## src/rtl/sprite_motion_sched_pkg.sv

```systemverilog
// Shared types and constants for the sprite motion scheduler.
package sprite_motion_sched_pkg;

  // Movement limits for the stock 1280x720 demo with a 40-pixel border and 40-pixel blocks.
  localparam logic [10:0] X_MIN = 11'd40;
  localparam logic [10:0] X_MAX = 11'd1200;
  localparam logic [10:0] Y_MIN = 11'd40;
  localparam logic [10:0] Y_MAX = 11'd640;

  // Config field codes (cfg_addr[1:0]).
  localparam logic [1:0] CFG_CTRL = 2'd0;
  localparam logic [1:0] CFG_X    = 2'd1;
  localparam logic [1:0] CFG_Y    = 2'd2;

  typedef enum logic [1:0] {
    ST_IDLE    = 2'd0,
    ST_UPDATE  = 2'd1,
    ST_PUBLISH = 2'd2
  } state_e;

  typedef struct packed {
    logic [10:0] x;
    logic [10:0] y;
    logic        hdir;  // 1 = moving right
    logic        vdir;  // 1 = moving down
    logic [3:0]  dx;
    logic [3:0]  dy;
    logic        en;
  } sprite_t;

  // Saturate a coordinate into [lo, hi].
  function automatic logic [10:0] clamp11(input logic [10:0] v,
                                          input logic [10:0] lo,
                                          input logic [10:0] hi);
    logic [10:0] r;
    if (v < lo) begin
      r = lo;
    end else if (v > hi) begin
      r = hi;
    end else begin
      r = v;
    end
    return r;
  endfunction

endpackage

```

## src/rtl/sprite_motion_sched_if.sv

```systemverilog
// Config write port: a write is accepted on any edge where cfg_we && cfg_ready.
interface sprite_motion_sched_if;
  logic        cfg_we;
  logic [3:0]  cfg_addr;   // {sprite[1:0], field[1:0]}
  logic [15:0] cfg_wdata;
  logic        cfg_ready;

  modport master (output cfg_we, output cfg_addr, output cfg_wdata, input cfg_ready);
  modport slave  (input cfg_we, input cfg_addr, input cfg_wdata, output cfg_ready);
endinterface

```

## src/rtl/sprite_motion_sched_axis_bounce.sv

```systemverilog
// Single-axis step with bounce: moves a coordinate by step in its direction,
// saturating at the limits and reversing direction when a limit is reached.
module sprite_motion_sched_axis_bounce #(
  parameter int LO = 40,
  parameter int HI = 1200
) (
  input  logic [10:0] pos_i,
  input  logic        dir_i,
  input  logic [3:0]  step_i,
  output logic [10:0] pos_o,
  output logic        dir_o
);
  localparam logic [11:0] LO12 = 12'(LO);
  localparam logic [11:0] HI12 = 12'(HI);

  logic [11:0] pos12_s;
  logic [11:0] sum_s;
  logic [11:0] low_s;

  // Next position/direction; 12-bit sums keep the comparisons free of wrap.
  always_comb begin
    pos12_s = {1'b0, pos_i};
    sum_s   = pos12_s + {8'd0, step_i};
    low_s   = LO12 + {8'd0, step_i};
    pos_o   = pos_i;
    dir_o   = dir_i;
    if (dir_i) begin
      if (sum_s >= HI12) begin
        pos_o = HI12[10:0];
        dir_o = 1'b0;
      end else begin
        pos_o = sum_s[10:0];
        dir_o = 1'b1;
      end
    end else begin
      if (pos12_s <= low_s) begin
        pos_o = LO12[10:0];
        dir_o = 1'b1;
      end else begin
        pos_o = pos_i - {7'd0, step_i};
        dir_o = 1'b0;
      end
    end
  end
endmodule

```

## src/rtl/sprite_motion_sched.sv

```systemverilog
// Frame-synchronous sprite motion scheduler: updates one sprite per cycle
// after the last active line and publishes all coordinates at once.
module sprite_motion_sched
  import sprite_motion_sched_pkg::*;
#(
  parameter int N_SPR     = 4,
  parameter int H_DISP    = 1280,
  parameter int V_DISP    = 720,
  parameter int SIDE_W    = 40,
  parameter int BLOCK_W   = 40,
  parameter int FRAME_DIV = 1
) (
  input  logic                   pixel_clk,
  input  logic                   sys_rst_n,
  input  logic                   de,
  input  logic [10:0]            pixel_ypos,
  sprite_motion_sched_if.slave   cfg,
  output logic [11*N_SPR-1:0]    spr_x,
  output logic [11*N_SPR-1:0]    spr_y,
  output logic [N_SPR-1:0]       spr_en,
  output logic                   upd_done
);
  localparam int          IDX_W = (N_SPR > 1) ? $clog2(N_SPR) : 1;
  localparam logic [10:0] X_LO  = 11'(SIDE_W);
  localparam logic [10:0] X_HI  = 11'(H_DISP - SIDE_W - BLOCK_W);
  localparam logic [10:0] Y_LO  = 11'(SIDE_W);
  localparam logic [10:0] Y_HI  = 11'(V_DISP - SIDE_W - BLOCK_W);
  localparam logic [10:0] LAST_LINE = 11'(V_DISP - 1);
  localparam logic [7:0]  DIV_LAST  = 8'(FRAME_DIV - 1);
  localparam logic [IDX_W-1:0] IDX_LAST = IDX_W'(N_SPR - 1);

  logic                 de_q;
  logic                 frame_end_q;
  logic                 frame_end_s;
  state_e               state_q;
  logic [IDX_W-1:0]     idx_q;
  logic [7:0]           div_q;
  logic                 cfg_ready_q;
  logic                 upd_done_q;
  sprite_t              shadow_q [N_SPR];
  logic [11*N_SPR-1:0]  spr_x_q;
  logic [11*N_SPR-1:0]  spr_y_q;
  logic [N_SPR-1:0]     spr_en_q;

  sprite_t              cur_s;
  logic [10:0]          nx_s;
  logic [10:0]          ny_s;
  logic                 nh_s;
  logic                 nv_s;
  logic [1:0]           cfg_spr_s;
  logic [IDX_W-1:0]     cfg_idx_s;
  logic                 cfg_hit_s;
  logic                 cfg_unused_s;

  assign frame_end_s  = de_q && !de && (pixel_ypos == LAST_LINE);
  assign cur_s        = shadow_q[idx_q];
  assign cfg_spr_s    = cfg.cfg_addr[3:2];
  assign cfg_idx_s    = cfg_spr_s[IDX_W-1:0];
  assign cfg_hit_s    = cfg.cfg_we && cfg_ready_q && ({30'd0, cfg_spr_s} < 32'(N_SPR));
  assign cfg_unused_s = &{1'b0, cfg.cfg_wdata[15:11]};

  sprite_motion_sched_axis_bounce #(.LO(SIDE_W), .HI(H_DISP - SIDE_W - BLOCK_W)) u_axis_x (
    .pos_i (cur_s.x),
    .dir_i (cur_s.hdir),
    .step_i(cur_s.dx),
    .pos_o (nx_s),
    .dir_o (nh_s)
  );

  sprite_motion_sched_axis_bounce #(.LO(SIDE_W), .HI(V_DISP - SIDE_W - BLOCK_W)) u_axis_y (
    .pos_i (cur_s.y),
    .dir_i (cur_s.vdir),
    .step_i(cur_s.dy),
    .pos_o (ny_s),
    .dir_o (nv_s)
  );

  // Detect the falling edge of de on the last active line, registered once.
  always_ff @(posedge pixel_clk or negedge sys_rst_n) begin
    if (!sys_rst_n) begin
      de_q        <= 1'b0;
      frame_end_q <= 1'b0;
    end else begin
      de_q        <= de;
      frame_end_q <= frame_end_s;
    end
  end

  // Scheduler FSM: frame divider, config writes, per-sprite update and atomic publish.
  always_ff @(posedge pixel_clk or negedge sys_rst_n) begin
    if (!sys_rst_n) begin
      state_q     <= ST_IDLE;
      idx_q       <= '0;
      div_q       <= 8'd0;
      cfg_ready_q <= 1'b1;
      upd_done_q  <= 1'b0;
      for (int i = 0; i < N_SPR; i++) begin
        shadow_q[i] <= '{x: X_LO, y: Y_LO, hdir: 1'b1, vdir: 1'b1,
                         dx: 4'd1, dy: 4'd1, en: (i == 0)};
        spr_x_q[11*i +: 11] <= X_LO;
        spr_y_q[11*i +: 11] <= Y_LO;
        spr_en_q[i]         <= (i == 0);
      end
    end else begin
      upd_done_q <= 1'b0;
      case (state_q)
        ST_IDLE: begin
          cfg_ready_q <= 1'b1;
          if (cfg_hit_s) begin
            case (cfg.cfg_addr[1:0])
              CFG_CTRL: begin
                shadow_q[cfg_idx_s].en <= cfg.cfg_wdata[8];
                shadow_q[cfg_idx_s].dx <= cfg.cfg_wdata[7:4];
                shadow_q[cfg_idx_s].dy <= cfg.cfg_wdata[3:0];
              end
              CFG_X: begin
                shadow_q[cfg_idx_s].x    <= clamp11(cfg.cfg_wdata[10:0], X_LO, X_HI);
                shadow_q[cfg_idx_s].hdir <= 1'b1;
              end
              CFG_Y: begin
                shadow_q[cfg_idx_s].y    <= clamp11(cfg.cfg_wdata[10:0], Y_LO, Y_HI);
                shadow_q[cfg_idx_s].vdir <= 1'b1;
              end
              default: begin
                // reserved field: write has no effect
              end
            endcase
          end
          if (frame_end_q) begin
            if (div_q == DIV_LAST) begin
              div_q       <= 8'd0;
              idx_q       <= '0;
              state_q     <= ST_UPDATE;
              cfg_ready_q <= 1'b0;
            end else begin
              div_q <= div_q + 8'd1;
            end
          end
        end
        ST_UPDATE: begin
          cfg_ready_q <= 1'b0;
          if (cur_s.en) begin
            shadow_q[idx_q].x    <= nx_s;
            shadow_q[idx_q].hdir <= nh_s;
            shadow_q[idx_q].y    <= ny_s;
            shadow_q[idx_q].vdir <= nv_s;
          end
          if (idx_q == IDX_LAST) begin
            state_q <= ST_PUBLISH;
          end else begin
            idx_q <= idx_q + 1'b1;
          end
        end
        ST_PUBLISH: begin
          for (int i = 0; i < N_SPR; i++) begin
            spr_x_q[11*i +: 11] <= shadow_q[i].x;
            spr_y_q[11*i +: 11] <= shadow_q[i].y;
            spr_en_q[i]         <= shadow_q[i].en;
          end
          upd_done_q  <= 1'b1;
          cfg_ready_q <= 1'b1;
          state_q     <= ST_IDLE;
        end
        default: begin
          state_q     <= ST_IDLE;
          cfg_ready_q <= 1'b1;
        end
      endcase
    end
  end

  assign cfg.cfg_ready = cfg_ready_q;
  assign spr_x         = spr_x_q;
  assign spr_y         = spr_y_q;
  assign spr_en        = spr_en_q;
  assign upd_done      = upd_done_q;

endmodule

```

## src/flat_wrapper.sv

```systemverilog
// flat-port wrapper written by rule: the top's interface ports become plain ports
module sprite_motion_sched_flat import sprite_motion_sched_pkg::*;
#(
  parameter int N_SPR     = 4,
  parameter int H_DISP    = 1280,
  parameter int V_DISP    = 720,
  parameter int SIDE_W    = 40,
  parameter int BLOCK_W   = 40,
  parameter int FRAME_DIV = 1
)
  (pixel_clk, sys_rst_n, de, pixel_ypos, spr_x, spr_y, spr_en, upd_done, cfg_cfg_we, cfg_cfg_addr, cfg_cfg_wdata, cfg_cfg_ready);
  sprite_motion_sched_if cfg_i ();
  input  logic pixel_clk;
  input  logic sys_rst_n;
  input  logic de;
  input  logic [10:0] pixel_ypos;
  output logic [11*N_SPR-1:0] spr_x;
  output logic [11*N_SPR-1:0] spr_y;
  output logic [N_SPR-1:0] spr_en;
  output logic upd_done;
  input wire logic [$bits(cfg_i.cfg_we)-1:0] cfg_cfg_we;
  input wire logic [$bits(cfg_i.cfg_addr)-1:0] cfg_cfg_addr;
  input wire logic [$bits(cfg_i.cfg_wdata)-1:0] cfg_cfg_wdata;
  output wire logic [$bits(cfg_i.cfg_ready)-1:0] cfg_cfg_ready;
  assign cfg_i.cfg_we = cfg_cfg_we;
  assign cfg_i.cfg_addr = cfg_cfg_addr;
  assign cfg_i.cfg_wdata = cfg_cfg_wdata;
  assign cfg_cfg_ready = cfg_i.cfg_ready;
  sprite_motion_sched #(.N_SPR(N_SPR), .H_DISP(H_DISP), .V_DISP(V_DISP), .SIDE_W(SIDE_W), .BLOCK_W(BLOCK_W), .FRAME_DIV(FRAME_DIV)) u_core (.pixel_clk(pixel_clk), .sys_rst_n(sys_rst_n), .de(de), .pixel_ypos(pixel_ypos), .cfg(cfg_i), .spr_x(spr_x), .spr_y(spr_y), .spr_en(spr_en), .upd_done(upd_done));
endmodule
```

## config.mk

```make
export PLATFORM = sky130hd
export DESIGN_NAME = sprite_motion_sched_flat
export DESIGN_NICKNAME = d
export VERILOG_FILES = /design/src/rtl/sprite_motion_sched_pkg.sv /design/src/rtl/sprite_motion_sched_if.sv /design/src/rtl/sprite_motion_sched_axis_bounce.sv /design/src/rtl/sprite_motion_sched.sv /design/src/flat_wrapper.sv
export SDC_FILE = /design/constraint.sdc
export NUM_CORES = 1
export LEC_CHECK = 0
export ABC_AREA = 1
export CORE_MARGIN = 2
export CORE_UTILIZATION = 35
export CTS_BUF_LIST = sky130_fd_sc_hd__clkbuf_8 sky130_fd_sc_hd__clkbuf_16
export DETAILED_ROUTE_END_ITERATION = 10
export GPL_TIMING_DRIVEN = 0
export PLACE_DENSITY = 0.64
export SLEW_MARGIN = 20
export SYNTH_ARGS = -nofsm -noshare
export SYNTH_HDL_FRONTEND = slang
export SYNTH_HIERARCHICAL = 1
export SYNTH_SLANG_ARGS = --single-unit
```

## constraint.sdc

```tcl
create_clock -name pixel_clk -period 5.76 [get_ports pixel_clk]
set_input_delay 1.152 -clock pixel_clk [delete_from_list [all_inputs] [get_ports pixel_clk]]
set_output_delay 1.152 -clock pixel_clk [all_outputs]
set_load 0.005 [all_outputs]
```

Word-level counts from Yosys, hierarchy flattened. Index checks and enable logic that the tools add are counted. W data, S select, Z words.

Register bits: 240. Output and inout port bits: 94.

Add/sub/neg operators: 8. Magnitude comparators: 11. Eq/ne operators: 13. Mux-type cells: 75. Bitwise logic cells: 2. Reductions and logical operators: 14.

Operators with widths (count): $bwmux W132 (11); $demux W33 S2 (11); $pmux W132 S3 (1); $mux W132 (2); $pmux W132 S2 (1); $mux W11 (18); $mux W33 (4); $bmux W33 S2 (1); $mux W22 (2); $add A11 B4 Y12 (2); $le A11 B7 Y1 (2); $sub A11 B4 Y11 (2); $mux W10 (2); $add A6 B4 Y7 const A (2); $ge A12 B10 Y1 const B (1); $ge A12 B11 Y1 const B (1); $mux W2 (6); $eq A11 B10 Y1 const B (1); $gt A11 B10 Y1 const B (1); $gt A11 B11 Y1 const B (1); $lt A11 B6 Y1 const B (1); $mux W1 (10); $ne A2 B1 Y1 const B (5); $mux W9 (1); other kinds (21) (34).

Longest topological paths before layout. Gate-level depths: netlist of run 1.

Depth in word-level cells: 14. Mapped depth: 26. Mapped depth without buffers: 24.

Hierarchy. The synthesis of run 1 kept the hierarchy.

Modules (own cells, without submodules): sprite_motion_sched (instances 1, cells each 1621, area an instance 12051.6 um^2, seq. area each 6069.6 um^2); sprite_motion_sched_axis_bounce (u_core.u_axis_x) (instances 1, cells each 191, area an instance 1054.8 um^2, seq. area each 0.0 um^2); sprite_motion_sched_axis_bounce (u_core.u_axis_y) (instances 1, cells each 189, area an instance 1029.7 um^2, seq. area each 0.0 um^2).

Worst setup path before layout of run 1. OpenSTA, ideal clock, no wires.

Path type: flip-flop to flip-flop. Start: reg u_core.idx_q[0]. End: reg u_core/shadow_q[29] (netlist bit). Library setup time: 0.065 ns. Data arrival time: 3.317 ns. Path slack: 2.378 ns. Stages on the path, launching flop included: 25. Buffers on the path: 2. Clock period less this slack: 3.382 ns. Cell sequence: dfrtp_1 inv_2 clkbuf_1 clkbuf_1 nor2_1 o22ai_1 inv_1 fa_1 inv_1 nand3_2 nand2_4 nand2_2 nand2_1 nand2_2 inv_2 nand3_2 nor2_1 nand2_2 nand3_1 nand2_1 nand2_1 inv_1 o21ai_0 nand2_1 nand2_1.

RTL lines: start: declaration (line sprite_motion_sched.sv:36) `logic [IDX_W-1:0] idx_q;`; start signal: assignment (line sprite_motion_sched.sv:151) `idx_q <= idx_q + 1'b1;`; end signal: indexed assignment (line sprite_motion_sched.sv:98) `shadow_q[i] <= '{x: X_LO, y: Y_LO, hdir: 1'b1, vdir: 1'b1,`; end: declaration (line sprite_motion_sched.sv:40) `sprite_t shadow_q [N_SPR];`.

==> summary.md, run 1 <==
| Metric | Value |
|---|---|
| Status | complete, no violations |
| Slew Limit Fails | 0 |
| Vias in the first global route | 13.2k |
| PortBufs | approximately 120 |
| Critical Path AT | around 5400 ps |
| Worst setup path category | reg -> reg |
| Post-layout minimum cycle time | about 4900 ps |
| Crit end category | register |
| CP Buf/Inv Count | 7 |
| Final Wtd Congestion | 0.991 |
| Start point of the worst hold path | u_core/spr_x[25]$_DFFE_PN1P_ |
| Top Family by Delay on Critical Path | buffers and inverters |
| Total die area | roughly 0.042 mm2 |
| Hold EP | u_core/spr_x[25]$_DFFE_PN1P_ |
| Area contributors post-synth | dfrtp_1 (33%), nand2_1 (22%), dfstp_2 (9.5%) |
| Antenna cells | 0 |
| Worst min path class | reg -> reg |
| R2r endpoint | u_core/shadow_q[28]$_DFFE_PN0P_ |
| Hold Path Depth | 2 |
| Via density | around 5.2 |
| Final hold slack | 462 ps |
| Most used DFF post-synth | dfrtp_1 |
| CTS resizes | 0 |
| Post-synthesis cell area | between 0.01 and 0.015 mm2 |
| Clock Pin Slew Worst Setup and Hold Paths | 60 ps |
| Top post-synthesis cells by count | nand2_1 (845), dfrtp_1 (189), nand3_1 (157) |
| Clock Tree Buf Depth | 3 |
| Multi-input logic area | slightly above 0.007 mm2 |
| Number of synthesized flops with an enable pin | 0 |
| All-layer global routing usage | 0.243 |
| CTS tree | built |
| Worst-path cell chain | clkbuf_1 > clkbuf_1 > o21ai_0 > o22ai_1 > inv_1 > fa_1 > inv_1 > nand3_2 > nand2_4 > nand2_2 > nand2_1 > nand2_2 > inv_2 > nand3_2 > inv_1 > nand2_1 > nand2_2 > nand3b_1 > nand2_1 > inv_1 > o21ai_0 > nand2_1 > nand2_1 |
| Cell count of the worst reg-to-reg path | 23 |
| Cts hold-fix bufs | 0 |
| Die boundary height | 205 um |
| Total CTS buffers | 26 |
| Crit Path Max Fanout | 10 |
| Max-Cap Viols | 0 |
| Clk root buf | clkbuf_16 |
| Die Span X | ~200 um |
| Reg area | 0.00607 mm2 |
| Layout cells sized above 1 | 0.0983 |
| Top Ports | between 100 and 150 |
| Postcts setup bufs | 0 |
| Maximum clock frequency | between 200 and 250 MHz |
| Final wirelength | between 50000 and 60000 um |
| Initial drt markers | about 1.4k |
| Largest net degree at the start of global routing | around 100 |
| Core area | 0.0398 mm2 |
| Leakage | roughly 8.4 nW |
| Grt total ovfl | 0 |
| Slew margin rel. | 0.230 |
| Final setup vio count | 0 |
| Clock sinks | 240 |
| Power Density | ~280 mW/mm2 |
| Global-route wire length before repair | between 70000 and 80000 um |
| Worst Tran Pin Value | between 1000 and 1500 ps |
| Area share of the largest cell type after synthesis | 0.335 |
| Pre-antenna DRT Iters | 6 |
| Wire length per cell | around 19 um |
| Distinct cell type count after synthesis | 43 |
| Seq/Total Area, Yosys | 0.429 |
| Detailed placement HPWL | approximately 40000 um |
| Flop2flop setup slack | roughly 830 ps |
| Most area-hungry cell type in the Yosys netlist | dfrtp_1 |
| FFs w/ async S/R, synth | 1.00 |
| Final worst path period share | 0.856 |
| Antenna violations before repair | 0 |
| Peak supply drop | ~0.19 mV |
| Worst setup SP type | register |
| Most frequent CP cell | nand2_1 |
| NumNets Final | between 2k and 2.5k |
| Most frequent cell after synthesis | nand2_1 |
| Avg Inst Size Synth | 7.06 um2 |
| Area grow syn2layout | 19.0% |
| Yosys warnings | 6 |
| RSZ-0062 raised after global routing | false |
| Num rows | 73 |
| Via count | between 10k and 15k |
| FF+latch count, synth | 240 |
| Starting Density | 0.355 |
| Clk Latency, worst-skew pair | roughly 550 ps |
| Worst reg2reg startpoint | u_core/idx_q[0]$_DFFE_PN0P_ |
| Worst path required time | approximately 6300 ps |
| Slowest-stage cell, CP | o22ai_1 |
| Final Hold Fails | 0 |
| Clock skew | roughly 19 ps |
| Detail Route Antenna Nets | 0 |
| Pwr Total | 4.78 mW |
| DRC | 0 |
| Post-synth net total | ~2.1k |
| Mapped Cells | around 2k |
| Filler Cells Inserted | roughly 4.2k |
| Max incr delay on CP | between 600 and 700 ps |
| H-Tree Depth | 1 |
==> layer usage <==
metal | up-vias | GRT usage | routed length, um
met4 | 0 | 0.0874 | 1940
met3 | 109 | 0.0258 | 3520
li1 | 6727 | - | -
met1 | 6700 | 0.353 | 23100
met2 | 545 | 0.375 | 22800
met5 | - | 0 | 0
==> power breakdown <==
group	internal [mW]	total, mW	switching, mW
clock	0.890	1.59	0.697
combinational	0.368	1.43	1.06
sequential	1.74	1.77	0.0328
==> kinds of logic (layout without fill, tap and decap cells) <==
family | after synthesis | after routing | synth area share
simple gates | 1221 | 1221 | 0.362
compound gates | 253 | 253 | 0.0978
flops | 240 | 240 | 0.429
buf+inv | 236 | 401 | 0.0687
fa+ha+maj | 31 | 31 | 0.0296
xor+xnor | 20 | 20 | 0.0124
==> worst min-delay path: cells and delay by family (launching register included) <==
family | cells | cell delay, ps
simple gates | 2 | 90
flops | 1 | 370
==> state kept, by name, summed over array words and instances (netlist names), 2 cells and up <==
name,flops
u_core/div_q,8
u_core/spr_y,44
u_core/spr_en,4
u_core/spr_x,44
u_core/shadow_q,132
u_core/state_q,2
u_core/idx_q,2
==> cell type report <==
type	count	area share
plain buffers	94	0.0260
clock buffers	27	0.0402
clock inverters	20	0.00744
inverters	142	0.0317
multi-input cells	1525	0.422
flip-flops and latches	240	0.361
well taps	525	0.0391
repair buffers	118	0.0726
==> cells in the final DEF (no fill, tap or decap), types with 12 or more instances in the layout <==
master           count
nand2_1            845
dfrtp_1            189
nand3_1            157
o21ai_0            145
inv_1              128
nor2_1             119
clkdlybuf4s50_1    115
dfstp_2             51
clkbuf_1            45
nand4_1             39
buf_2               38
a21oi_1             32
o21ai_1             29
clkbuf_16           27
ha_1                27
o22ai_1             24
inv_2               23
xor2_1              19
nand3_2             14
nor3_1              13
nand2_2             12
==> worst max-delay path by stage <==
| stage | slack, ps | end | cells past startpoint | start |
|---|---|---|---|---|
| 6_report | 830 | u_core/shadow_q[28]$_DFFE_PN0P_ | 23 | u_core/idx_q[0]$_DFFE_PN0P_ |
| 5_1_grt | 520 | u_core/shadow_q[95]$_DFFE_PN0P_ | 24 | u_core/idx_q[0]$_DFFE_PN0P_ |
| 4_1_cts | 910 | u_core/shadow_q[30]$_DFFE_PN0P_ | 23 | u_core/idx_q[0]$_DFFE_PN0P_ |
| 3_5_place_dp | 930 | u_core/shadow_q[30]$_DFFE_PN0P_ | 23 | u_core/idx_q[0]$_DFFE_PN0P_ |
| 3_3_place_gp | -6870 | u_core/spr_en[3]$_DFFE_PN0P_ | 1 | sys_rst_n |
| 2_1_floorplan | 2380 | u_core/shadow_q[29]$_DFFE_PN0P_ | 24 | u_core/idx_q[0]$_DFFE_PN0P_ |
==> through the flow <==
step	setup slack, ps	util	instance area (um2)	TNS (ps)	cells
after floorplan	2380	-	14100	0	2001
after global placement	-6870	0.401	16000	-1478540	2642
after detailed placement	930	0.402	16000	0	2644
after CTS	912	0.422	16800	0	2691
after global routing	519	0.422	16800	0	2691
final	832	0.422	16800	0	2691
No activity file was read; power rests on OpenSTA's default activity.
==> inputs of run 2 (changes only) <==
--- a/config.mk
+++ b/config.mk
@@ -6,6 +6,7 @@
 export NUM_CORES = 1
 export LEC_CHECK = 0
 export ABC_AREA = 1
+export ABC_CLOCK_PERIOD_IN_PS = 5760
 export CORE_MARGIN = 2
 export CORE_UTILIZATION = 35
 export CTS_BUF_LIST = sky130_fd_sc_hd__clkbuf_8 sky130_fd_sc_hd__clkbuf_16
==> results of run 2 <==
Same layout as run 1: the final DEF is identical, and so are final timing and power.
==> inputs of run 3 (changes only) <==
--- a/config.mk
+++ b/config.mk
@@ -12,7 +12,6 @@
 export CTS_BUF_LIST = sky130_fd_sc_hd__clkbuf_8 sky130_fd_sc_hd__clkbuf_16
 export DETAILED_ROUTE_END_ITERATION = 10
 export GPL_TIMING_DRIVEN = 0
-export PLACE_DENSITY = 0.64
 export SLEW_MARGIN = 20
 export SYNTH_ARGS = -nofsm -noshare
 export SYNTH_HDL_FRONTEND = slang
==> run 3 against run 2 <==
Net effect:
- design area grew 0.75%
- highest routed layer unchanged
- clock power rose by 12%
- largest power group is now the clock network
- die area did not move
- sequential cell count did not move
- critical path depth stayed put
- fmax decreased by 0.78%
- core utilization up 0.32 points
==> summary.md, run 3 (synthesis gave the netlist of run 1 again) <==
| Metric | Value |
|---|---|
| Status | complete, no violations |
| Antenna violations before repair | 0 (unchanged) |
| Crit end category | register |
| Worst min path class | reg -> reg |
| Wire length per cell | 19.2 um (+0.74%) |
| Pre-antenna DRT Iters | 6 (unchanged) |
| Slew margin rel. | 0.353 (+0.123) |
| Core area | 0.0398 mm2 (unchanged) |
| Postcts setup bufs | 0 (unchanged) |
| Max incr delay on CP | 650 ps (+20 ps) |
| Placed cells | 2644 (unchanged) |
| Most frequent cells in the layout | nand2_1 (845), dfrtp_1 (189), nand3_1 (157), o21ai_0 (145), inv_1 (127) |
| Via density | 5.21 (-0.51%) |
| Most frequent CP cell | nand2_1 |
| Clk pwr share | 0.358 (+0.026) |
| Critical Path AT | 5470 ps (+50 ps) |
| CTS tree | built |
| Clk Latency, worst-skew pair | 570 ps (+20 ps) |
| RSZ-0062 raised after global routing | false |
| Met1 usage | 0.352 (-0.000952) |
| Grt total ovfl | 0 (unchanged) |
| Final Wtd Congestion | 0.961 (-3.0%) |
| Area grow syn2layout | 19.8% |
| Maximum clock frequency | 201 MHz (-0.78%) |
| All-layer global routing usage | 0.247 (+0.00322) |
| Met2 usage | 0.378 (+0.00350) |
| Starting Density | 0.355 (unchanged) |
| Total die area | 0.0420 mm2 (unchanged) |
| Worst-path cell chain | clkbuf_1 > clkbuf_1 > o21ai_0 > o22ai_1 > inv_1 > fa_1 > inv_1 > nand3_2 > nand2_4 > nand2_2 > nand2_1 > nand2_2 > inv_2 > nand3_2 > inv_1 > nand2_1 > nand2_2 > nand3b_1 > nand2_1 > inv_1 > o21ai_0 > nand2_1 > nand2_1 |
| NumNets Final | 2216 (+0.14%) |
| Layout cells sized above 1 | 0.101 (+0.00300) |
| Initial drt markers | 1239 (-9.0%) |
| Post-Layout Cell Count | 2696 (+0.19%) |
| Peak supply drop | 0.204 mV (+7.8%) |
| Die Span X | 205 um (unchanged) |
| Logic pwr share | 0.285 (-0.013) |
| Max-Cap Viols | 0 (unchanged) |
| Worst setup SP type | register |
| Vias in the first global route | 13.4k (+1.5%) |
| Global-route wire length before repair | 79400 um (+1.4%) |
| Max reg flops | 132 (unchanged) |
| Top Ports | 129 (unchanged) |
| Top reg by flops | u_core/shadow_q |
| Core Util, Final | 0.425 (+0.00317) |
| Worst Tran Pin Value | 970 ps (-180 ps) |
| Internal | 3.16 mW (+5.5%) |
| Num rows | 73 (unchanged) |
| Slowest-stage cell, CP | o22ai_1 |
| Final worst path period share | 0.862 (+0.00674) |
| DRC | 0 (unchanged) |
| Leakage | 8.45 nW (+0.64%) |
| Worst setup path category | reg -> reg |
| Detail Route Antenna Nets | 0 (unchanged) |
| Crit Path Max Fanout | 10 (unchanged) |
| Most used routing layer in global routing | met2 |
| Largest net degree at the start of global routing | 99 (+1.0%) |
| Final wirelength | 51800 um (+0.93%) |
| Power Density | 294 mW/mm2 (+3.2%) |
| PortBufs | 116 (unchanged) |
| H-Tree Depth | 1 (unchanged) |
| Final Hold Fails | 0 (unchanged) |
| Final setup vio count | 0 (unchanged) |
| Die boundary height | 205 um (unchanged) |
| Via count | 14.0k (-0.33%) |
| Switching share of power | 0.364 (-0.00930) |
| Cts hold-fix bufs | 0 (unchanged) |
| Antenna cells | 0 (unchanged) |
| Worst path required time | 6260 ps (about the same) |
| Sw power | 1.81 mW (+1.4%) |
| Detailed placement HPWL | 40400 um (+0.86%) |
| CTS resizes | 0 (unchanged) |
| Clock sinks | 240 (unchanged) |
| Clock Pin Slew Worst Setup and Hold Paths | 60 ps (about the same) |
| Clock skew | 17.4 ps (-1.67 ps) |
| Most common cell after layout, fill and taps aside | nand2_1 |
| Fraction of power consumed by sequential logic | 0.356 (-0.014) |
| Met3 GRT Util | 0.0315 (+0.00573) |
| Slew Limit Fails | 0 (unchanged) |
| Post-layout minimum cycle time | 4970 ps (+38.8 ps) |
| Clk root buf | clkbuf_16 |
| Total CTS buffers | 29 (+12%) |
| Clock Tree Buf Depth | 3 (unchanged) |
[run 3: changes by cell type in the layout (fill, tap and decap cells not counted), sizes merged]
cell	delta
clkbuf	+3
bufinv	+2
inv	-2
clkinv	+1
clkinvlp	+1
[run 3: final timing paths]
path | startpoint | endpoint | slack [ps] | cells after the start
max | u_core/idx_q[0]$_DFFE_PN0P_ | u_core/shadow_q[127]$_DFFE_PN0P_ | 790 | 23
max reg2reg | u_core/idx_q[0]$_DFFE_PN0P_ | u_core/shadow_q[127]$_DFFE_PN0P_ | 790 | 23
max in group asynchronous | sys_rst_n | u_core/shadow_q[60]$_DFFE_PN1P_ | 3900 | 3
min in group asynchronous | sys_rst_n | u_core/spr_y[8]$_DFFE_PN0P_ | 550 | 1
min reg2reg | u_core/spr_y[5]$_DFFE_PN1P_ | u_core/spr_y[5]$_DFFE_PN1P_ | 460 | 2
min | u_core/spr_y[5]$_DFFE_PN1P_ | u_core/spr_y[5]$_DFFE_PN1P_ | 460 | 2
[run 3: through the flow]
step | worst slack (ps) | area [um2] | total power [mW] | hold WS [ps] | setup TNS, ps
detailed placement | 1000 | 16000 | 3.18 | 455 | 0
CTS | 981 | 16900 | 4.98 | 465 | 0
finish | 793 | 16900 | 4.97 | 460 | 0
global placement | -6750 | 16000 | 3.16 | 452 | -1450010
global route | 608 | 16900 | 5.22 | 477 | 0
floorplan | 2380 | 14100 | 2.69 | 404 | 0
[run 3: layout make-up]
class	instances	area, um2
plain buffers	94	438
clock buffers	30	739
clock inverters	22	185
fillers	4206	22900
inverters	142	533
multi-input cells	1525	7100
flip-flops and latches	240	6070
well taps	525	657
repair buffers	118	1220
[run 3: critical path, delay by kind of cell (launching register included)]
family,cells,cell delay (ps)
buffers and inverters,7,1510
AOI/OAI and AO/OA,3,1260
adders and majority gates,1,490
and+or+nand+nor,12,1140
DFF,1,500
[run 3: power by group through the flow]
| stage | combinational [mW] | sequential (mW) | clock [mW] |
|---|---|---|---|
| 5_1_grt | 1.54 | 1.78 | 1.90 |
| 4_1_cts | 1.38 | 1.77 | 1.83 |
| 6_report | 1.42 | 1.77 | 1.78 |
| 3_5_place_dp | 1.38 | 1.80 | 0 |
| 3_3_place_gp | 1.36 | 1.80 | 0 |
| 2_1_floorplan | 0.897 | 1.79 | 0 |
[run 3: metal layers]
layer	share of wire	wire, um	vias up
met5	0	0	-
met4	0.040	2090	0
met3	0.068	3540	105
met2	0.44	22600	545
met1	0.46	23600	6654
li1	-	-	6731
